[src/rtl/clock_divider_bank_pkg.sv]
// Shared constants, configuration record and helpers for the clock divider bank.
// Imported by the interface, the per-channel divider and the bank top.
package clock_divider_pkg;

    localparam int unsigned DEF_WIDTH       = 32'd28;
    localparam int unsigned DEFAULT_DIVISOR = 32'd50_000;
    localparam int unsigned MIN_DIVISOR     = 32'd2;

    typedef struct packed {
        logic [DEF_WIDTH-1:0] divisor;
        logic [DEF_WIDTH-1:0] high;
    } div_cfg_t;

    function automatic int unsigned ch_width(input int unsigned n);
        return (n > 32'd1) ? $clog2(n) : 32'd1;
    endfunction

endpackage

[src/rtl/clock_divider_bank_if.sv]
// Configuration port of the clock divider bank: valid/ready write of one
// channel's divisor and high-time.
interface clock_divider_bank_if #(
    parameter int unsigned CHANNELS = 32'd4,
    parameter int unsigned WIDTH    = clock_divider_pkg::DEF_WIDTH
);
    localparam int unsigned CH_W = clock_divider_pkg::ch_width(CHANNELS);

    logic             cfg_valid;
    logic             cfg_ready;
    logic [CH_W-1:0]  cfg_channel;
    logic [WIDTH-1:0] cfg_divisor;
    logic [WIDTH-1:0] cfg_high;

    modport master (
        output cfg_valid, cfg_channel, cfg_divisor, cfg_high,
        input  cfg_ready
    );

    modport slave (
        input  cfg_valid, cfg_channel, cfg_divisor, cfg_high,
        output cfg_ready
    );

endinterface

[src/rtl/clock_divider_bank_channel.sv]
// One divider channel: period counter, active/shadow configuration and the
// boundary apply that keeps clock_out glitch-free across reconfiguration.
module clock_divider_channel #(
    parameter int unsigned WIDTH           = clock_divider_pkg::DEF_WIDTH,
    parameter int unsigned DEFAULT_DIVISOR = clock_divider_pkg::DEFAULT_DIVISOR,
    parameter int unsigned DEFAULT_HIGH    = DEFAULT_DIVISOR / 32'd2
) (
    input  logic             clock_in,
    input  logic             reset,
    input  logic             enable,
    input  logic             wr_en,
    input  logic [WIDTH-1:0] wr_divisor,
    input  logic [WIDTH-1:0] wr_high,
    output logic             clock_out,
    output logic             tick,
    output logic             pending
);
    import clock_divider_pkg::*;

    localparam logic [WIDTH-1:0] DEF_DIV  = WIDTH'(DEFAULT_DIVISOR);
    localparam logic [WIDTH-1:0] DEF_HIGH = WIDTH'(DEFAULT_HIGH);
    localparam logic [WIDTH-1:0] MIN_DIV  = WIDTH'(MIN_DIVISOR);
    localparam logic [WIDTH-1:0] ONE      = WIDTH'(1'b1);

    logic [WIDTH-1:0] cnt_r;
    logic [WIDTH-1:0] div_active_r;
    logic [WIDTH-1:0] high_active_r;
    logic [WIDTH-1:0] div_shadow_r;
    logic [WIDTH-1:0] high_shadow_r;
    logic             pending_r;
    logic             clock_out_r;
    logic             tick_r;
    logic             last_s;
    logic             apply_s;
    logic [WIDTH-1:0] div_coerced_s;

    // End-of-period detect, apply qualification and divisor coercion
    always_comb begin
        last_s  = (cnt_r == div_active_r - ONE);
        apply_s = pending_r && (!enable || last_s);
        if (wr_divisor < MIN_DIV) begin
            div_coerced_s = MIN_DIV;
        end else begin
            div_coerced_s = wr_divisor;
        end
    end

    // Period counter and registered duty/tick outputs
    always_ff @(posedge clock_in or posedge reset) begin
        if (reset) begin
            cnt_r       <= '0;
            clock_out_r <= 1'b0;
            tick_r      <= 1'b0;
        end else if (!enable) begin
            cnt_r       <= '0;
            clock_out_r <= 1'b0;
            tick_r      <= 1'b0;
        end else begin
            cnt_r       <= last_s ? '0 : cnt_r + ONE;
            clock_out_r <= (cnt_r < high_active_r);
            tick_r      <= last_s;
        end
    end

    // Shadow load on accepted write; copy to active only at a period boundary
    always_ff @(posedge clock_in or posedge reset) begin
        if (reset) begin
            div_active_r  <= DEF_DIV;
            high_active_r <= DEF_HIGH;
            div_shadow_r  <= DEF_DIV;
            high_shadow_r <= DEF_HIGH;
            pending_r     <= 1'b0;
        end else if (apply_s) begin
            div_active_r  <= div_shadow_r;
            high_active_r <= high_shadow_r;
            pending_r     <= 1'b0;
        end else if (wr_en) begin
            div_shadow_r  <= div_coerced_s;
            high_shadow_r <= wr_high;
            pending_r     <= 1'b1;
        end else begin
            pending_r     <= pending_r;
        end
    end

    assign clock_out = clock_out_r;
    assign tick      = tick_r;
    assign pending   = pending_r;

endmodule

[src/rtl/clock_divider_bank.sv]
// Bank of independent programmable clock dividers sharing one configuration
// port; a write is held off while the target channel still has an update pending.
module clock_divider_bank #(
    parameter int unsigned CHANNELS        = 32'd4,
    parameter int unsigned WIDTH           = clock_divider_pkg::DEF_WIDTH,
    parameter int unsigned DEFAULT_DIVISOR = clock_divider_pkg::DEFAULT_DIVISOR,
    parameter int unsigned DEFAULT_HIGH    = DEFAULT_DIVISOR / 32'd2
) (
    input  logic                 clock_in,
    input  logic                 reset,
    input  logic [CHANNELS-1:0]  enable,
    clock_divider_bank_if.slave  cfg,
    output logic [CHANNELS-1:0]  clock_out,
    output logic [CHANNELS-1:0]  tick,
    output logic [CHANNELS-1:0]  pending
);
    import clock_divider_pkg::*;

    localparam int unsigned CH_W = ch_width(CHANNELS);

    logic [CHANNELS-1:0] sel_s;
    logic [CHANNELS-1:0] wr_s;
    logic [CHANNELS-1:0] pending_s;
    logic [CHANNELS-1:0] clock_out_s;
    logic [CHANNELS-1:0] tick_s;

    // An out-of-range channel selects nothing, so it reads ready and is dropped
    for (genvar i = 0; i < CHANNELS; i++) begin : g_ch
        assign sel_s[i] = (cfg.cfg_channel == CH_W'(i));
        assign wr_s[i]  = cfg.cfg_valid & sel_s[i] & ~pending_s[i];

        clock_divider_channel #(
            .WIDTH           (WIDTH),
            .DEFAULT_DIVISOR (DEFAULT_DIVISOR),
            .DEFAULT_HIGH    (DEFAULT_HIGH)
        ) u_channel (
            .clock_in   (clock_in),
            .reset      (reset),
            .enable     (enable[i]),
            .wr_en      (wr_s[i]),
            .wr_divisor (cfg.cfg_divisor),
            .wr_high    (cfg.cfg_high),
            .clock_out  (clock_out_s[i]),
            .tick       (tick_s[i]),
            .pending    (pending_s[i])
        );
    end

    assign cfg.cfg_ready = ~|(sel_s & pending_s);
    assign clock_out     = clock_out_s;
    assign tick          = tick_s;
    assign pending       = pending_s;

endmodule

[src/flat_wrapper.sv]
// flat-port wrapper written by rule: the top's interface ports become plain ports
module clock_divider_bank_flat import clock_divider_pkg::*;
#(
    parameter int unsigned CHANNELS        = 32'd4,
    parameter int unsigned WIDTH           = clock_divider_pkg::DEF_WIDTH,
    parameter int unsigned DEFAULT_DIVISOR = clock_divider_pkg::DEFAULT_DIVISOR,
    parameter int unsigned DEFAULT_HIGH    = DEFAULT_DIVISOR / 32'd2
)
  (clock_in, reset, enable, clock_out, tick, pending, cfg_cfg_valid, cfg_cfg_channel, cfg_cfg_divisor, cfg_cfg_high, cfg_cfg_ready);
  clock_divider_bank_if #(.CHANNELS(CHANNELS), .WIDTH(WIDTH)) cfg_i ();
  input  logic clock_in;
  input  logic reset;
  input  logic [CHANNELS-1:0] enable;
  output logic [CHANNELS-1:0] clock_out;
  output logic [CHANNELS-1:0] tick;
  output logic [CHANNELS-1:0] pending;
  input wire logic [$bits(cfg_i.cfg_valid)-1:0] cfg_cfg_valid;
  input wire logic [$bits(cfg_i.cfg_channel)-1:0] cfg_cfg_channel;
  input wire logic [$bits(cfg_i.cfg_divisor)-1:0] cfg_cfg_divisor;
  input wire logic [$bits(cfg_i.cfg_high)-1:0] cfg_cfg_high;
  output wire logic [$bits(cfg_i.cfg_ready)-1:0] cfg_cfg_ready;
  assign cfg_i.cfg_valid = cfg_cfg_valid;
  assign cfg_i.cfg_channel = cfg_cfg_channel;
  assign cfg_i.cfg_divisor = cfg_cfg_divisor;
  assign cfg_i.cfg_high = cfg_cfg_high;
  assign cfg_cfg_ready = cfg_i.cfg_ready;
  clock_divider_bank #(.CHANNELS(CHANNELS), .WIDTH(WIDTH), .DEFAULT_DIVISOR(DEFAULT_DIVISOR), .DEFAULT_HIGH(DEFAULT_HIGH)) u_core (.clock_in(clock_in), .reset(reset), .enable(enable), .cfg(cfg_i), .clock_out(clock_out), .tick(tick), .pending(pending));
endmodule
[config.mk]
export PLATFORM = sky130hd
export DESIGN_NAME = clock_divider_bank_flat
export DESIGN_NICKNAME = d
export VERILOG_FILES = /design/src/rtl/clock_divider_bank_pkg.sv /design/src/rtl/clock_divider_bank_if.sv /design/src/rtl/clock_divider_bank_channel.sv /design/src/rtl/clock_divider_bank.sv /design/src/flat_wrapper.sv
export SDC_FILE = /design/constraint.sdc
export NUM_CORES = 1
export LEC_CHECK = 0
export ABC_AREA = 0
export CAP_MARGIN = 10
export CORE_ASPECT_RATIO = 2
export CORE_MARGIN = 2
export CORE_UTILIZATION = 55
export CTS_CLUSTER_DIAMETER = 120
export CTS_CLUSTER_SIZE = 12
export DETAILED_ROUTE_END_ITERATION = 6
export HOLD_SLACK_MARGIN = 0.1
export PLACE_DENSITY = 0.87
export SETUP_SLACK_MARGIN = 0.05
export SYNTH_ARGS = -nofsm -noshare
export SYNTH_HDL_FRONTEND = slang
export SYNTH_HIERARCHICAL = 1
export SYNTH_SLANG_ARGS = --single-unit
export TNS_END_PERCENT = 10
[constraint.sdc]
create_clock -name clock_in -period 4.34 [get_ports clock_in]
set_input_delay 0.868 -clock clock_in [delete_from_list [all_inputs] [get_ports clock_in]]
set_output_delay 0.868 -clock clock_in [all_outputs]
set_load 0.01 [all_outputs]
### Word-level counts from Yosys, hierarchy flattened

Cells that the tools add are included.
W data, S select, Z words.

* equal/unequal tests: 7
* reduce and logical (&&, ||, !) cells: 23
* magnitude comparators: 5
* add/subtract/negate cells: 8
* multiplexer cells: 25
* bitwise logic cells: 17

Operator list (count)
* $mux W28: 9
* $add A28 B1 Y28 const B: 4
* $eq A28 B28 Y1: 4
* $lt A28 B28 Y1: 4
* $sub A28 B1 Y28 const B: 4
* $lt A28 B2 Y1 const B: 1
* $mux W1: 16
* $and A1 B1 Y1: 8
* $not A1 Y1: 8
* $reduce_and A2 Y1: 4
* $reduce_bool A2 Y1: 4
* $logic_not A1 Y1: 5
* $and A4 B4 Y4: 1
* $eq A2 B2 Y1 const B: 2
* $logic_and A1 B1 Y1: 4
* $logic_or A1 B1 Y1: 4
* $reduce_or A4 Y1: 1
* $eq A2 B1 Y1 const B: 1
* $logic_not A2 Y1: 1

* logic and storage cells: 117
* output and inout bits: 13
* input bits: 65
* register bits after elaboration: 572

### Longest topological paths before layout

* depth after elaboration: 6
* mapped depth: 14
* gate-level depth less buffers: 10

### Hierarchy

Netlist, hierarchy kept.

Modules (own cells, without submodules)
* clock_divider_channel: sequential area each 3608.5 um^2, area an instance 7614.8 um^2, instances 4, cells an instance 749
* clock_divider_bank: sequential area each 0.0 um^2, area an instance 63.8 um^2, instances 1, cells an instance 7

### Worst setup path before layout

No wires, ideal clock.

* path type: register -> register
* start point: register u_core.g_ch[0].u_channel.div_active_r[6]
* end point: register u_core.g_ch[0].u_channel.div_active_r[2]
* data required time: 4215 ps
* period minus slack after synthesis: 3846 ps
* buffers on the path: 5
* library setup time: 125 ps
* slack: 494 ps
* data arrival time: 3721 ps
* cell stages (with the launch flop): 14
* path through: dfstp_2 buf_2 or4_1 clkbuf_1 or4_1 clkbuf_1 or4_1 o21ai_1 nand4_1 o41ai_2 and2_1 buf_2 buf_4 mux2_2

* longest elaborated chain between the ends: 4

RTL lines
* from (decl): RTL line clock_divider_bank_channel.sv:26 `logic [WIDTH-1:0] div_active_r;`
* from (signal assigned): RTL line clock_divider_bank_channel.sv:74 `div_active_r <= div_shadow_r;`
* $sub A28 B1 Y28: RTL line clock_divider_bank_channel.sv:39 `last_s = (cnt_r == div_active_r - ONE);`
* $eq A28 B28 Y1: RTL line clock_divider_bank_channel.sv:39
* $logic_or A1 B1 Y1: RTL line clock_divider_bank_channel.sv:40 `apply_s = pending_r && (!enable || last_s);`
* $logic_and A1 B1 Y1: RTL line clock_divider_bank_channel.sv:40

No other way between the ends.
A chain may end at the register's enable or synchronous reset.

### Worst setup path in the final report

* start point: register u_core.g_ch[3].u_channel.div_active_r[0]
* end point: register u_core.g_ch[3].u_channel.div_active_r[2]

* longest elaborated chain between the ends: 4

RTL lines (RTL line)
* from (decl): clock_divider_bank_channel.sv:26
* from (signal assigned): clock_divider_bank_channel.sv:74
* $sub A28 B1 Y28: clock_divider_bank_channel.sv:39
* $eq A28 B28 Y1: clock_divider_bank_channel.sv:39
* $logic_or A1 B1 Y1: clock_divider_bank_channel.sv:40
* $logic_and A1 B1 Y1: clock_divider_bank_channel.sv:40

No other way between the ends.

==> flow_results.xml <==
<?xml version="1.0" encoding="UTF-8"?>
<metrics>
  <group name="worst_setup_path">
    <metric name="crit_path_end" unit="">u_core/g_ch[3].u_channel/div_active_r[2]</metric>
    <metric name="worst-path-max-fanout" unit="">31</metric>
    <metric name="ff_to_ff_setup_slack" unit="ns">0.19</metric>
    <metric name="wp_data_required" unit="ns">4.83</metric>
    <metric name="setup.worst_path.start_class" unit="">flip-flop</metric>
    <metric name="rr_startpoint" unit="">u_core/g_ch[3].u_channel/div_active_r[0]</metric>
    <metric name="r2r_end" unit="">u_core/g_ch[3].u_channel/div_active_r[2]</metric>
    <metric name="crit_type" unit="">flip-flop to flip-flop</metric>
    <metric name="crit_path_max_incr_delay" unit="ns">0.58</metric>
    <metric name="arrival_time_worst_endpoint" unit="ns">4.65</metric>
    <metric name="endpoint_type_of_the_worst_setup_path" unit="">flip-flop</metric>
    <metric name="worstRegToRegCells" unit="">12</metric>
    <metric name="crit_path_cell_trace" unit="">inv_1 &gt; ha_1 &gt; or4b_1 &gt; nor4_1 &gt; buf_4 &gt; nand3b_1 &gt; a2111oi_0 &gt; o2111ai_1 &gt; o41ai_4 &gt; and2_2 &gt; buf_12 &gt; mux2_2</metric>
    <metric name="cell_with_the_largest_stage_delay_on_the_worst_path" unit="">or4b_1</metric>
    <metric name="crit_start" unit="">u_core/g_ch[3].u_channel/div_active_r[0]</metric>
  </group>
  <group name="routing">
    <metric name="drcViolationCount" unit="">1</metric>
    <metric name="detail_route.wl_per_cell" unit="um">23.6</metric>
    <metric name="dr.pass1.iters" unit="">7</metric>
    <metric name="detail_route.vias_per_cell" unit="">6.33</metric>
    <metric name="wire_length_reported_by_the_detailed_router" unit="mm">90.7</metric>
    <metric name="routed-via-count" unit="">24300</metric>
    <metric name="ant_nets" unit="">0</metric>
    <metric name="drtIter0Drc" unit="">2153</metric>
  </group>
  <group name="global_route">
    <metric name="wire_length_of_the_first_global_routing_pass" unit="mm">139</metric>
    <metric name="global_route.overflow_total" unit="">0</metric>
    <metric name="grt_antenna_before_repair" unit="">6</metric>
    <metric name="first_global_vias" unit="">24700</metric>
    <metric name="grt_start_max_net_pins" unit="">81</metric>
    <metric name="grt_use_total" unit="">0.316</metric>
  </group>
  <group name="pwr">
    <metric name="power.static_leakage" unit="uW">0.0145</metric>
    <metric name="power-per-cell-area" unit="nW/um^2">523</metric>
    <metric name="ir_worst_vdd" unit="V">0.000288</metric>
  </group>
  <group name="synth">
    <metric name="syn_area" unit="sq um">30500</metric>
    <metric name="synth_warnings" unit="">6</metric>
    <metric name="synth_area_leaders" unit="">dfrtp_1 (39%), dfstp_2 (8.3%), mux2_2 (7.1%), ha_1 (4.8%), a221o_1 (3.8%)</metric>
    <metric name="synth_largest_type_area_fraction" unit="">0.390</metric>
    <metric name="synth_edf_count" unit="">0</metric>
    <metric name="yosysUniqueCellTypes" unit="">58</metric>
    <metric name="async_reset_ff_frac" unit="">1.00</metric>
    <metric name="synth-seq-cells" unit="">572</metric>
    <metric name="synthMostInstantiatedCell" unit="">dfrtp_1</metric>
    <metric name="synth_common_cells" unit="">dfrtp_1 (476), inv_1 (249), mux2_2 (192)</metric>
    <metric name="post_synthesis_cell_type_with_the_largest_combined_area" unit="">dfrtp_1</metric>
    <metric name="synth_seq_area_share" unit="">0.473</metric>
    <metric name="net_count_synth" unit="">3184</metric>
    <metric name="post_synth_inst_count" unit="">3003</metric>
    <metric name="avgSynthCellArea" unit="sq um">10.2</metric>
    <metric name="synth_ff_type" unit="">dfrtp_1</metric>
  </group>
  <group name="final_layout">
    <metric name="fin_cells" unit="">3842</metric>
    <metric name="num-nets-final" unit="">3234</metric>
    <metric name="final_core_utilization" unit="">0.617</metric>
    <metric name="diodes" unit="">0</metric>
    <metric name="drive_gt1_frac" unit="">0.154</metric>
    <metric name="area_overhead_of_the_layout_relative_to_synthesis" unit="%">11.4</metric>
  </group>
  <group name="clocking">
    <metric name="cts_inserted_buffers" unit="">53</metric>
    <metric name="ctsLongestPathBuffers" unit="">3</metric>
    <metric name="htreeDepth" unit="">2</metric>
    <metric name="hold_buffers" unit="">0</metric>
    <metric name="cts.repair_timing.setup_buffer_count" unit="">0</metric>
    <metric name="worst_skew_pair.late_latency" unit="ns">0.61</metric>
    <metric name="cts.root.buffer_cell" unit="">clkbuf_16</metric>
    <metric name="tritoncts_num_sinks" unit="">572</metric>
    <metric name="clk_pin_slew" unit="ns">0.06</metric>
    <metric name="tritoncts" unit="">built</metric>
  </group>
  <group name="placement">
    <metric name="gp_congestion" unit="">0.970</metric>
    <metric name="port_buffers" unit="">77</metric>
    <metric name="pre_cts_slack" unit="ns">0.148</metric>
    <metric name="placed_cells_incl_taps" unit="">3742</metric>
    <metric name="hpwlAfterDp" unit="mm">63.5</metric>
  </group>
  <group name="min_path">
    <metric name="hold-path-cell-count" unit="">2</metric>
    <metric name="worst_hold_path_type" unit="">flip-flop to flip-flop</metric>
  </group>
  <group name="sta">
    <metric name="timing.max_slew.rel_slack" unit="">0.314</metric>
    <metric name="layout_worst_path_cycle_share" unit="">0.957</metric>
    <metric name="worst_slew_pin_slew" unit="ns">1.03</metric>
    <metric name="timing.final.crit_period" unit="ns">4.15</metric>
    <metric name="fmax" unit="MHz">241</metric>
    <metric name="grt_setup_unrepaired" unit="">yes</metric>
    <metric name="finalHoldViolations" unit="">0</metric>
    <metric name="drv_slew" unit="">0</metric>
    <metric name="final.setup_skew" unit="ns">0.0144</metric>
    <metric name="final.hold.worst_slack" unit="ns">0.483</metric>
    <metric name="fin_ws" unit="ns">0.186</metric>
    <metric name="setup_viol" unit="">0</metric>
  </group>
  <group name="job">
    <metric name="max-cap-violations" unit="">0</metric>
  </group>
  <group name="floorplan">
    <metric name="fp.dieW" unit="um">171</metric>
    <metric name="die_area" unit="sq um">57500</metric>
    <metric name="die_h" unit="um">337</metric>
    <metric name="ios" unit="">78</metric>
    <metric name="num_rows" unit="">122</metric>
    <metric name="floorplan.initialDensity" unit="">0.554</metric>
    <metric name="design.core.area" unit="sq um">55100</metric>
  </group>
  <group name="run_status">
    <metric name="status" unit="">finished, violations left</metric>
    <metric name="failed_checks" unit="">design-rule violations</metric>
  </group>
</metrics>
[timing repair]
action	4_1_cts	5_1_grt
endpoints found under the hold margin	0	0
endpoints found under the setup margin	0	161
gates resized for setup	0	11
[critical path, delay by kind of cell, from the launching register on]
family / cells / cell delay [ns]
compound gates: 3 / 1.23
fa+ha+maj: 1 / 0.18
buf+inv: 3 / 0.49
flops: 1 / 0.42
mux: 1 / 0.36
simple gates: 4 / 1.33
[kinds of logic (layout without fill, tap and decap cells)]
| family | after synthesis | in the layout | synth area share |
|---|---|---|---|
| XOR/XNOR | 240 | 240 | 0.0689 |
| buffers and inverters | 409 | 504 | 0.0539 |
| adder cells (fa/ha/maj) | 116 | 116 | 0.0476 |
| flip-flops | 572 | 572 | 0.473 |
| multiplexers | 233 | 233 | 0.0860 |
| AO/OA/AOI/OAI | 524 | 524 | 0.116 |
| AND/OR/NAND/NOR | 909 | 909 | 0.155 |
[final cells by class]
| class | instances | area [sq um] |
|---|---|---|
| Clock buffer | 98 | 1540 |
| Clock inverter | 2 | 38.8 |
| Fill cell | 4208 | 21100 |
| Inverter | 249 | 953 |
| Multi-Input combinational cell | 2022 | 14600 |
| Sequential cell | 572 | 14400 |
| Tap cell | 744 | 931 |
| Timing Repair Buffer | 155 | 1530 |
[placed cells by master, fill, tap and decap left out, drive strengths merged, types with 41 or more instances in the layout]
cell           instances
xnor2                120
nand2                169
mux2                 224
nor3                  41
dfstp                 96
ha                   116
clkbuf                98
nor2                 176
dfrtp                476
buf                   78
or4                   44
nor4                  80
inv                  249
o21ai                264
a221o                116
xor2                 120
a21oi                 44
nand3                184
clkdlybuf4s50         77
[flip-flops by register name, indices dropped and copies added, names as in the netlist]
register	cells
u_core/g_ch.u_channel/clock_out	4
u_core/g_ch.u_channel/cnt_r	112
u_core/g_ch.u_channel/div_active_r	112
u_core/g_ch.u_channel/div_shadow_r	112
u_core/g_ch.u_channel/high_active_r	112
u_core/g_ch.u_channel/high_shadow_r	112
u_core/g_ch.u_channel/pending	4
u_core/g_ch.u_channel/tick	4
[metrics by stage]
step                      TNS [ns]  instance area [sq um]  power, uW
final                            0                  34000      17800
after global routing             0                  34000      18700
after CTS                        0                  34000      17700
after detailed placement         0                  32400      13200
after global placement           0                  32400      12900
after floorplan            -116.46                  30500      11600
[how the worst min path moves through the flow]
stage               slack (ns)                                       start                                          to
detailed placement        0.47  u_core/g_ch[1].u_channel/high_shadow_r[13]  u_core/g_ch[1].u_channel/high_active_r[13]
CTS                       0.48  u_core/g_ch[0].u_channel/high_shadow_r[14]  u_core/g_ch[0].u_channel/high_active_r[14]
global route              0.51  u_core/g_ch[1].u_channel/high_shadow_r[14]  u_core/g_ch[1].u_channel/high_active_r[14]
finish                    0.48  u_core/g_ch[0].u_channel/high_shadow_r[14]  u_core/g_ch[0].u_channel/high_active_r[14]
global placement          0.47  u_core/g_ch[1].u_channel/high_shadow_r[14]  u_core/g_ch[1].u_channel/high_active_r[14]
floorplan                 0.46  u_core/g_ch[0].u_channel/high_shadow_r[13]  u_core/g_ch[0].u_channel/high_active_r[13]
[report_power, final]
part           leakage (uW)  internal (uW)  switching, uW
clock              0.000747           2430           2020
combinational       0.00691           2230           2470
sequential          0.00689           7110           1520
total                0.0145          11800           6010
[metal layers]
| layer | up-vias | GRT usage | wire (um) |
|---|---|---|---|
| li1 | 10800 | - | - |
| met1 | 12000 | 0.340 | 31000 |
| met2 | 1047 | 0.529 | 44200 |
| met3 | 459 | 0.0529 | 5550 |
| met4 | 6 | 0.286 | 9890 |
| met5 | - | 0 | 34 |
No activity file was read; power rests on OpenSTA's default activity.
